**src/rtl/norm_pkg.sv**
```systemverilog
// Shared types and constants for the min-max contrast-stretch normalizer.
// The NORM_ROUND_EN build option is consumed by the top-level module.
package norm_pkg;

    localparam int unsigned NORM_WIDTH = 7;
    localparam int unsigned W          = NORM_WIDTH + 1;
    localparam int unsigned MAXVAL     = (1 << W) - 1;

    typedef logic [W-1:0]   pixel_t;
    typedef logic [2*W-1:0] prod_t;

    typedef enum logic [1:0] {
        IDLE,
        LOAD,
        DIV,
        DONE
    } norm_state_t;

    // Clamp a pixel into [lo, hi]; the result is ignored when hi <= lo.
    function automatic pixel_t clamp_pix(input pixel_t a, input pixel_t lo, input pixel_t hi);
        if (a < lo) begin
            return lo;
        end
        if (a > hi) begin
            return hi;
        end
        return a;
    endfunction

endpackage

```
**src/rtl/normalization_if.sv**
```systemverilog
// Pixel-in / pixel-out handshake bundle for the normalizer.
interface normalization_if;
    import norm_pkg::*;

    pixel_t A;
    pixel_t lo;
    pixel_t hi;
    logic   in_valid;
    logic   in_ready;
    pixel_t out;
    logic   out_valid;

    modport master (output A, lo, hi, in_valid, input in_ready, out, out_valid);
    modport slave  (input A, lo, hi, in_valid, output in_ready, out, out_valid);

endinterface

```
**src/rtl/norm_divider.sv**
```systemverilog
// W-cycle restoring unsigned divider: 2W-bit dividend, W-bit divisor, W-bit quotient.
// The caller guarantees the quotient fits in W bits (high half of n below d).
module norm_divider
    import norm_pkg::*;
(
    input  logic   clk,
    input  logic   reset,
    input  logic   start,
    input  prod_t  n,
    input  pixel_t d,
    output pixel_t q,
    output logic   done_c
);

    localparam int unsigned CNT_W = $clog2(W + 1);

    pixel_t           rem;
    pixel_t           quo;
    logic [CNT_W-1:0] cnt;
    logic             busy;
    logic [W:0]       trial;
    logic [W:0]       diff;
    logic             ge;

    // quo holds the unconsumed dividend bits and collects quotient bits from the bottom
    always_comb begin
        trial = {rem, quo[W-1]};
        diff  = trial - {1'b0, d};
        ge    = (trial >= {1'b0, d});
    end

    always_ff @(posedge clk) begin
        if (reset) begin
            rem  <= '0;
            quo  <= '0;
            cnt  <= '0;
            busy <= 1'b0;
        end else if (start) begin
            rem  <= n[2*W-1:W];
            quo  <= n[W-1:0];
            cnt  <= CNT_W'(W);
            busy <= 1'b1;
        end else if (busy) begin
            rem  <= ge ? W'(diff) : W'(trial);
            quo  <= {quo[W-2:0], ge};
            cnt  <= cnt - CNT_W'(1);
            if (cnt == CNT_W'(1)) begin
                busy <= 1'b0;
            end
        end
    end

    assign q      = quo;
    assign done_c = busy && (cnt == CNT_W'(1));

endmodule

```
**src/rtl/normalization.sv**
```systemverilog
// Min-max contrast-stretch normalizer: maps A from [lo, hi] onto [0, MAXVAL].
// Define NORM_ROUND_EN for round-half-up instead of floor division.
module normalization
    import norm_pkg::*;
(
    input  logic            clk,
    input  logic            reset,
    normalization_if.slave  bus
);

    localparam pixel_t MAXV = pixel_t'(MAXVAL);

    norm_state_t state, state_n;
    pixel_t      a_q, lo_q, hi_q;
    pixel_t      out_q, result_c;
    logic        out_valid_q, out_valid_n;
    logic        in_ready_q, in_ready_n;
    logic        xfer_c, start_c, div_done_c;
    pixel_t      a_c, d_c, q;
    prod_t       n_c;

    // Divider operands, consumed on the LOAD cycle
    always_comb begin
        a_c = clamp_pix(a_q, lo_q, hi_q);
        d_c = hi_q - lo_q;
`ifdef NORM_ROUND_EN
        n_c = prod_t'(a_c - lo_q) * prod_t'(MAXVAL) + prod_t'(d_c >> 1);
`else
        n_c = prod_t'(a_c - lo_q) * prod_t'(MAXVAL);
`endif
    end

    norm_divider u_div (
        .clk    (clk),
        .reset  (reset),
        .start  (start_c),
        .n      (n_c),
        .d      (d_c),
        .q      (q),
        .done_c (div_done_c)
    );

    // Degenerate window first, then clamps, then the quotient
    always_comb begin
        if (hi_q <= lo_q) begin
            result_c = (a_q > lo_q) ? MAXV : '0;
        end else if (a_q <= lo_q) begin
            result_c = '0;
        end else if (a_q >= hi_q) begin
            result_c = MAXV;
        end else begin
            result_c = q;
        end
    end

    always_comb begin
        state_n     = state;
        out_valid_n = 1'b0;
        xfer_c      = 1'b0;
        start_c     = 1'b0;
        case (state)
            IDLE: begin
                if (bus.in_valid) begin
                    xfer_c  = 1'b1;
                    state_n = LOAD;
                end
            end
            LOAD: begin
                start_c = 1'b1;
                state_n = DIV;
            end
            DIV: begin
                if (div_done_c) begin
                    state_n = DONE;
                end
            end
            DONE: begin
                out_valid_n = 1'b1;
                state_n     = IDLE;
            end
            default: state_n = IDLE;
        endcase
        in_ready_n = (state_n == IDLE);
    end

    always_ff @(posedge clk) begin
        if (reset) begin
            state       <= IDLE;
            out_q       <= '0;
            out_valid_q <= 1'b0;
            in_ready_q  <= 1'b1;
            a_q         <= '0;
            lo_q        <= '0;
            hi_q        <= '0;
        end else begin
            state       <= state_n;
            out_valid_q <= out_valid_n;
            in_ready_q  <= in_ready_n;
            if (out_valid_n) begin
                out_q <= result_c;
            end
            if (xfer_c) begin
                a_q  <= bus.A;
                lo_q <= bus.lo;
                hi_q <= bus.hi;
            end
        end
    end

    assign bus.out       = out_q;
    assign bus.out_valid = out_valid_q;
    assign bus.in_ready  = in_ready_q;

endmodule

```
**src/flat_wrapper.sv**
```systemverilog
// flat-port wrapper written by rule: the top's interface ports become plain ports
module normalization_flat import norm_pkg::*;
  (clk, reset, bus_A, bus_lo, bus_hi, bus_in_valid, bus_in_ready, bus_out, bus_out_valid);
  normalization_if bus_i ();
  input  logic clk;
  input  logic reset;
  input wire logic [$bits(bus_i.A)-1:0] bus_A;
  input wire logic [$bits(bus_i.lo)-1:0] bus_lo;
  input wire logic [$bits(bus_i.hi)-1:0] bus_hi;
  input wire logic [$bits(bus_i.in_valid)-1:0] bus_in_valid;
  output wire logic [$bits(bus_i.in_ready)-1:0] bus_in_ready;
  output wire logic [$bits(bus_i.out)-1:0] bus_out;
  output wire logic [$bits(bus_i.out_valid)-1:0] bus_out_valid;
  assign bus_i.A = bus_A;
  assign bus_i.lo = bus_lo;
  assign bus_i.hi = bus_hi;
  assign bus_i.in_valid = bus_in_valid;
  assign bus_in_ready = bus_i.in_ready;
  assign bus_out = bus_i.out;
  assign bus_out_valid = bus_i.out_valid;
  normalization u_core (.clk(clk), .reset(reset), .bus(bus_i));
endmodule
```
**config.mk**
```make
export PLATFORM = sky130hd
export DESIGN_NAME = normalization_flat
export DESIGN_NICKNAME = d
export VERILOG_FILES = /design/src/rtl/norm_pkg.sv /design/src/rtl/normalization_if.sv /design/src/rtl/norm_divider.sv /design/src/rtl/normalization.sv /design/src/flat_wrapper.sv
export SDC_FILE = /design/constraint.sdc
export NUM_CORES = 1
export LEC_CHECK = 0
export CAP_MARGIN = 10
export CORE_UTILIZATION = 55
export DETAILED_ROUTE_END_ITERATION = 10
export PLACE_DENSITY = 0.8
export SLEW_MARGIN = 20
export SYNTH_ARGS = -nofsm -noshare
export SYNTH_HDL_FRONTEND = slang
export SYNTH_SLANG_ARGS = --single-unit
```
**constraint.sdc**
```tcl
create_clock -name clk -period 7 [get_ports clk]
set_clock_uncertainty 0.1 [all_clocks]
set_input_delay 1.05 -clock clk [delete_from_list [all_inputs] [get_ports clk]]
set_output_delay 1.05 -clock clk [all_outputs]
set_load 0.02 [all_outputs]
```
* After elaboration in Yosys (flattened, before gate mapping)
Index checks and enable logic that the tools add are counted.
** Word-level totals
- Output and inout bits :: 10
- Logic and storage cells :: 61
- Bits in registers :: 57
- Bits of input ports :: 27
** Cells by class
- Order comparisons :: 7
- Multiplexer cells :: 28
- $add $sub $neg :: 4
- Multipliers :: 1
- Equality and inequality tests :: 4
- Reductions and logical operators :: 5
** Operator list (number)
- 2-to-1 mux 8 bit :: 13
- greater-than comparator 8 bit :: 2
- <= comparator 8 bit :: 2
- multiplier 16 x 8 -> 16 bit, second input constant :: 1
- subtractor 8 bit :: 2
- 2-to-1 mux 1 bit :: 10
- greater-or-equal comparator 9 x 8 -> 1 bit :: 1
- subtractor 8 x 8 -> 9 bit :: 1
- greater-or-equal comparator 8 bit :: 1
- < comparator 8 bit :: 1
- 2-to-1 mux 4 bit :: 2
- one-hot mux 2 bit (4 select lines) :: 1
- equality test 2 bit, second input constant :: 2
- equality test 4 x 1 -> 1 bit, second input constant :: 1
- logical NOT 2 bit :: 2
- 2-to-1 mux 2 bit :: 2
- subtractor 4 x 1 -> 4 bit, second input constant :: 1
- equality test 2 x 1 -> 1 bit, second input constant :: 1
- nonzero test 2 bit :: 1
- OR reduction 2 bit :: 1
- logical AND 1 bit :: 1

* Depth between registers and ports, before layout
Gate-level depths: netlist (run 1).
- Depth in word-level cells :: 8
- Mapped depth :: 37

* Hierarchy
Synthesis (run 1) repeated with hierarchy kept, for this count alone.
** Unflattened totals
- Cell total of the unflattened synthesis :: 710
- Area, all modules :: 5769.3 um^2
** Modules (own cells, without submodules)
- normalization :: sequential area each 720.7 um^2, instances 1, cells each 521, area an instance 4294.1 um^2
- norm_divider :: sequential area each 420.4 um^2, instances 1, cells each 189, area an instance 1475.2 um^2

* Worst setup path before layout (run 1)
Ideal clock, no wire load.
- Kind :: flip-flop to flip-flop
- From :: register u_core.hi_q[1]
- To :: register u_core.u_div.rem[6]
- Slack :: -0.362 ns
- Required time :: 6.829 ns
- Stages on the path, launching flop included :: 34
- Setup time :: 0.071 ns
- Data arrival time :: 7.192 ns
- Buffers on the path :: 1
- Path through :: dfxtp_1 > inv_1 > ha_1 > nor2b_1 > o21ai_0 > nand2b_1 > a21oi_1 > nor2_1 > a211oi_1 > nor2_1 > mux2i_1 > a21oi_1 > ha_1 > a21o_1 > a21o_1 > or2_2 > o311ai_2 > buf_6 > nor2_1 > or2_2 > ha_1 > fa_1 > fa_1 > inv_1 > fa_1 > inv_1 > ha_1 > and2_1 > a31oi_1 > o21ai_0 > o41ai_1 > xnor2_1 > nand2_1 > a21oi_1
** Between the ends
- Longest elaborated chain between the ends :: 8
** RTL lines
- start, declared :: RTL line normalization.sv:14 : pixel_t a_q, lo_q, hi_q;
- start signal, assigned :: RTL line normalization.sv:105 : hi_q <= bus.hi;
- greater-than comparator 8 bit :: RTL line norm_pkg.sv:24 : if (a > hi) begin
- 2-to-1 mux 1 bit (2 in a row) :: RTL line norm_pkg.sv:24
- 2-to-1 mux 8 bit :: RTL line norm_pkg.sv:27 : return a;
- 2-to-1 mux 8 bit :: RTL line norm_pkg.sv:24
- subtractor 8 x 8 -> 9 bit :: RTL line normalization.sv:29 : n_c = prod_t'(a_c - lo_q) * prod_t'(MAXVAL);
- multiplier 16 x 8 -> 16 bit :: RTL line normalization.sv:29
- 2-to-1 mux 8 bit * :: RTL line norm_divider.sv:38 : end else if (start) begin
- end signal, assigned :: RTL line norm_divider.sv:39 : rem <= n[2*W-1:W];
- end signal, assigned :: RTL line norm_divider.sv:44 : rem <= ge ? W'(diff) : W'(trial);
- end, declared :: RTL line norm_divider.sv:17 : pixel_t rem;
Every way passes the cells marked *; elsewhere a longest branch is shown, timed or not. The select of a mux whose other input is x is not followed.
A chain may end at the register's enable or synchronous reset.

* Worst setup path in the final report (run 1)
- From :: register u_core.lo_q[1]
- To :: register u_core.u_div.rem[6]
** Between the ends
- Longest elaborated chain between the ends :: 7
** RTL lines
- start, declared :: RTL line normalization.sv:14
- start signal, assigned :: RTL line normalization.sv:104 : lo_q <= bus.lo;
- branches (longest 6 deep; another with multiplier 16 x 8 -> 16 bit)
- 2-to-1 mux 8 bit * :: RTL line norm_divider.sv:38
Every way passes the cells marked *. The select of a mux whose other input is x is not followed.

==> results of run 1 <==
## registers in the layout, indices dropped and copies added (netlist names)
signal and cells:
u_core.a_q 8, u_core.bus.in_ready 1, u_core.bus.out 8, u_core.bus.out_valid 1, u_core.hi_q 8, u_core.lo_q 8
u_core.state 2, u_core.u_div.busy 1, u_core.u_div.cnt 4, u_core.u_div.q 8, u_core.u_div.rem 8
## layout by cell type, fill, tap and decap left out, types with 6 or more instances in the layout
cell             count
nor2b_1             12
o21ai_0             23
buf_4               68
a21oi_2              8
clkbuf_8            13
clkdlybuf4s50_1     36
xor2_1              17
xnor2_1             21
nand2_1             60
fa_1                24
dfxtp_1             53
mux2i_1             14
a211o_1              7
a21o_1              18
inv_1               83
xnor2_2              6
a21oi_1             62
nand4_1             10
nand2b_1            16
a211oi_1            10
ha_1                68
o21ai_1              7
ha_4                 6
nor2_1              46
## cell type report
type                            instances  area [um^2]  area share, %
Multi-Input combinational cell        525         4510           62.1
Sequential cell                        57         1150           15.8
Timing Repair Buffer                  105          882           12.1
Inverter                               89          339           4.67
Clock buffer                           13          179           2.46
Tap cell                              136          170           2.34
Clock inverter                          2         35.0          0.482
## cell families (layout without fill, tap and decap cells)
kind of cell | count (synthesis) | after routing
AO/OA/AOI/OAI | 179 | 179
XOR/XNOR | 47 | 47
adder cells (fa/ha/maj) | 108 | 108
buffers and inverters | 110 | 209
AND/OR/NAND/NOR | 172 | 172
multiplexers | 19 | 19
flip-flops | 57 | 57
## layer usage
metal / up-vias / global-route usage [%]
met3: 37 / 4.20
met2: 178 / 49.0
li1: 2552 / -
met4: 0 / 8.78
met5: - / 0
met1: 2531 / 34.7
## critical path, delay by kind of cell (launching register included)
kind	cells	cell delay [ps]
DFF	1	370
and+or+nand+nor	5	490
adders and majority gates	7	2590
xor gates and xnor gates	2	380
buffers and inverters	7	710
AOI/OAI and AO/OA	12	2160
## through the flow
| stage | hold slack, ps | worst slack [ps] | instance area, um^2 | TNS, ps | utilization [%] |
|---|---|---|---|---|---|
| 3_3_place_gp | 346 | -5.73 | 6680 | -5.73 | 65.3 |
| 4_1_cts | 376 | 11.4 | 7050 | 0 | 68.9 |
| 6_report | 371 | 111 | 7260 | 0 | 71.0 |
| 2_1_floorplan | 336 | 52.2 | 5840 | 0 | - |
| 5_1_grt | 399 | -174 | 7260 | -309 | 71.0 |
| 3_5_place_dp | 367 | -217 | 6680 | -266 | 65.3 |
## worst paths after layout
check | slack, ps | endpoint | depth (start not counted) | start
max | 110 | u_core.u_div.rem[6] | 33 | u_core.lo_q[1]
min | 370 | u_core.bus.out[7] | 2 | u_core.bus.out[7]
max reg2reg | 110 | u_core.u_div.rem[6] | 33 | u_core.lo_q[1]
min reg2reg | 370 | u_core.bus.out[7] | 2 | u_core.bus.out[7]
## timing repair
action,CTS,global route
resized for setup,24,43
setup buffers,8,6
pin swaps,19,37
hold endpoints to repair,0,0
endpoints found under the setup margin,2,6
==> flow_summary.json, run 1 <==
{
  "max_freq_mhz": 145,
  "dp_hpwl_um": 11400,
  "synth_flop_cell": "dfxtp_1",
  "areaGrowthSynthToFinish_pct": 25.9,
  "yosysMostFrequentCell": "inv_1",
  "die_w_um": 104,
  "via_count": 5298,
  "layout-drive-gt1-share_pct": 20.9,
  "synth-edff-count": 0,
  "die-height_um": 104,
  "critical_path.most_common_cell": "inv_1",
  "numClockSinks": 57,
  "instances_no_fill": 927,
  "met3_length_um": 789,
  "wl_met1_um": 6250,
  "async_flop_share_pct": 0,
  "dp_cells": 898,
  "routed_via_density": 5.72,
  "syn-mean-instance-area_um2": 8.34,
  "top_layer_used": "met4",
  "drt_iter0_markers": 296,
  "htree_levels": 3,
  "drv_slew": 0,
  "yosysWarnings": 0,
  "num_rows": 37,
  "cts_buffers": 9,
  "fin_crit_ps": 6890,
  "finalHoldViolCount": 0,
  "tightest_slew_ps": 909,
  "critPathSlowestCell": "fa_1",
  "portBuffers": 36,
  "core_area_um2": 10200,
  "netlist_top_cells_count": "inv_1 (88), ha_1 (79), a21oi_1 (68), nand2_1 (60), dfxtp_1 (57)",
  "synth_compound_area_share_pct": 20.6,
  "syn_area_um2": 5770,
  "yosysTopAreaCellShare_pct": 19.8,
  "totalWireLength_um": 15300,
  "first_pass_iters": 5,
  "antenna_found_initial": 0,
  "grt-ovfl-total": 0,
  "postRouteAntennaNets": 0,
  "clk_pin_slew_ps": 70,
  "synth_cell_type_count": 67,
  "n_antenna_cell": 0,
  "post-route-drc-count": 0,
  "die_area_um2": 10900,
  "syn_inst": 692,
  "required_ps": 7180,
  "routabilityCongestion": 0.909,
  "cts_root_buffer": "clkbuf_8",
  "netlist.top_cell.by_area": "dfxtp_1",
  "grt_pass1_vias": 5217,
  "synth_top_family_by_area": "adder cells",
  "slowest_delay_ps": 530,
  "cts_tree": "built",
  "grt_first_pass_wirelength_um": 24400,
  "num-fill-cells": 751,
  "clock_path_buffers": 2,
  "worstPathArrival_ps": 7070,
  "startpoint_type": "register",
  "grt.total_usage_pct": 27.8,
  "post_drt_wl_per_cell_um": 16.5,
  "status": "complete, no violations",
  "min_path_type": "register to register",
  "synth_fp_nets": 825,
  "synthMuxAreaShare_pct": 3.64,
  "end_kind": "register",
  "grt_max_degree": 51,
  "synth.yosys.seq_area_share_pct": 19.8,
  "synth_xor_area_share_pct": 7.72,
  "cts_hold_buffers": 0,
  "yosys.area_share.simple_pct": 13.9,
  "critical_path_class": "register to register",
  "clk_latency_ps": 350,
  "crit_fanout": 11,
  "slew_headroom_pct": 39.4,
  "wl_met2_um": 7920,
  "ys_top_cells_by_area": "dfxtp_1 (20%), ha_1 (17%), fa_1 (9.4%)",
  "ys_ff_latch": 57,
  "io_pins": 37,
  "synthAdderAreaFrac_pct": 26.9,
  "nNetsFinal": 920,
  "drv_cap": 0,
  "setup_violations": 0,
  "period_share_pct": 98.4,
  "start_util_pct": 56.4
}
Power of run 1 is left out: the tool's default activity adds up to more than one toggle a clock period on the data nets, which glitch-free logic cannot reach.
==> run 2: changes to the inputs <==
- GPL_ROUTABILITY_DRIVEN: not set -> 0
==> flow_summary.json, run 2 (synthesized netlist as in run 1, its figures left out) <==
{
  "grt-ovfl-total": 0,
  "r2r_setup_slack_ps": -50,
  "r2r-end": "u_core.u_div.rem[6]",
  "violations": "negative setup slack",
  "cts_buffers": 9,
  "period_share_pct": 101,
  "areaGrowthSynthToFinish_pct": 26.8,
  "grt.total_usage_pct": 27.4,
  "mostFrequentLayoutCells": "inv_1 (82), a21oi_1 (62), ha_1 (61), buf_4 (61), nand2_1 (60)",
  "place_area_um2": 6590,
  "die-height_um": 104,
  "n_antenna_cell": 0,
  "required_ps": 7180,
  "nNetsFinal": 914,
  "postRouteAntennaNets": 0,
  "die_w_um": 104,
  "critical_path.most_common_cell": "buf_4",
  "portBuffers": 36,
  "num-fill-cells": 731,
  "clk_latency_ps": 340,
  "post-route-cell-area_um2": 7310,
  "worst_slack_ps": -54.5,
  "core_area_um2": 10200,
  "rsz0062_at_grt": "true",
  "fin_hold_ws_ps": 368,
  "finalHoldViolCount": 0,
  "crit_fanout": 11,
  "drv_cap": 0,
  "num_rows": 37,
  "critPathLaunch": "u_core.a_q[1]",
  "totalWireLength_um": 16400,
  "endpoint": "u_core.u_div.rem[6]",
  "final_common_cell": "inv_1",
  "start_util_pct": 56.4,
  "ff2ff_path_depth": 32,
  "cts_hold_buffers": 0,
  "cts_tree": "built",
  "grt_first_pass_wirelength_um": 24100,
  "tightest_slew_ps": 856,
  "worstPathArrival_ps": 7230,
  "slowest_delay_ps": 540,
  "die_area_um2": 10900,
  "slew_headroom_pct": 43.0,
  "htree_levels": 3,
  "startpoint_type": "register",
  "end_kind": "register",
  "cts_root_buffer": "clkbuf_8",
  "whs_path_depth": 2,
  "critical_path_class": "register to register",
  "layout-drive-gt1-share_pct": 21.8,
  "numClockSinks": 57,
  "clk_pin_slew_ps": 70,
  "critPathSlowestCell": "fa_1",
  "io_pins": 37,
  "drt_iter0_markers": 389,
  "max_freq_mhz": 142,
  "drv_slew": 0,
  "setup_violations": 1,
  "clock_path_buffers": 2,
  "post_drt_wl_per_cell_um": 17.8,
  "min_path_type": "register to register",
  "fin_crit_ps": 7050,
  "status": "finished with violations",
  "first_pass_iters": 5,
  "antenna_found_initial": 0,
  "grt_max_degree": 51,
  "via_count": 5380,
  "post-route-drc-count": 0,
  "dp_hpwl_um": 11000,
  "rr_startpoint": "u_core.a_q[1]",
  "routed_via_density": 5.84,
  "grt_pass1_vias": 5121
}
## run 2: worst min path at each step
| stage | from | end | slack (ps) |
|---|---|---|---|
| global route | u_core.bus.out[1] | u_core.bus.out[1] | 400 |
| finish | u_core.bus.out[4] | u_core.bus.out[4] | 370 |
| global placement | u_core.a_q[0] | u_core.a_q[0] | 350 |
| CTS | u_core.a_q[0] | u_core.a_q[0] | 370 |
| floorplan | u_core.a_q[0] | u_core.a_q[0] | 340 |
| detailed placement | u_core.a_q[0] | u_core.a_q[0] | 360 |
## run 2: per-layer routing
metal / share of wire (%) / vias up / wire, um / GRT usage [%]
met4: 3.6 / 0 / 595 / 9.69
met5: 0 / - / 0 / 0
met3: 5.1 / 52 / 837 / 4.82
li1: - / 2533 / - / -
met2: 51 / 189 / 8320 / 48.7
met1: 40 / 2606 / 6600 / 32.9
## run 2: worst max-delay path: cells and delay by family (launching register included)
kind                     cells  cell delay [ps]
AO/OA/AOI/OAI               10             2130
XOR/XNOR                     4              710
adder cells (fa/ha/maj)      6             1850
buffers and inverters        4              590
flip-flops                   1              350
AND/OR/NAND/NOR              8             1240
## run 2: stage by stage
stage                     cells  TNS [ps]  util [%]  worst slack, ps
after floorplan             692         0         -             52.2
after global routing        921      -331      71.5             -175
final                       921     -54.5      71.5            -54.5
after global placement      886         0      64.4             13.8
after CTS                   906         0      67.3             2.60
after detailed placement    886      -342      64.4             -235
## run 2: what timing repair did
item,in CTS,in global routing
buffers inserted,5,15
pin swaps,16,52
endpoints found under the hold margin,0,0
endpoints found under the setup margin,2,6
resized for setup,18,67
## run 2: layout make-up
type	instances	area [um^2]	share of cell area (%)
tap	136	170	2.33
clock buffer	13	169	2.31
clock inverter	2	12.5	0.171
timing repair buffer	99	845	11.5
sequential	57	1140	15.7
multi-input combinational	525	4630	63.4
inverter	89	339	4.64
Power of run 2 is left out for the same reason.
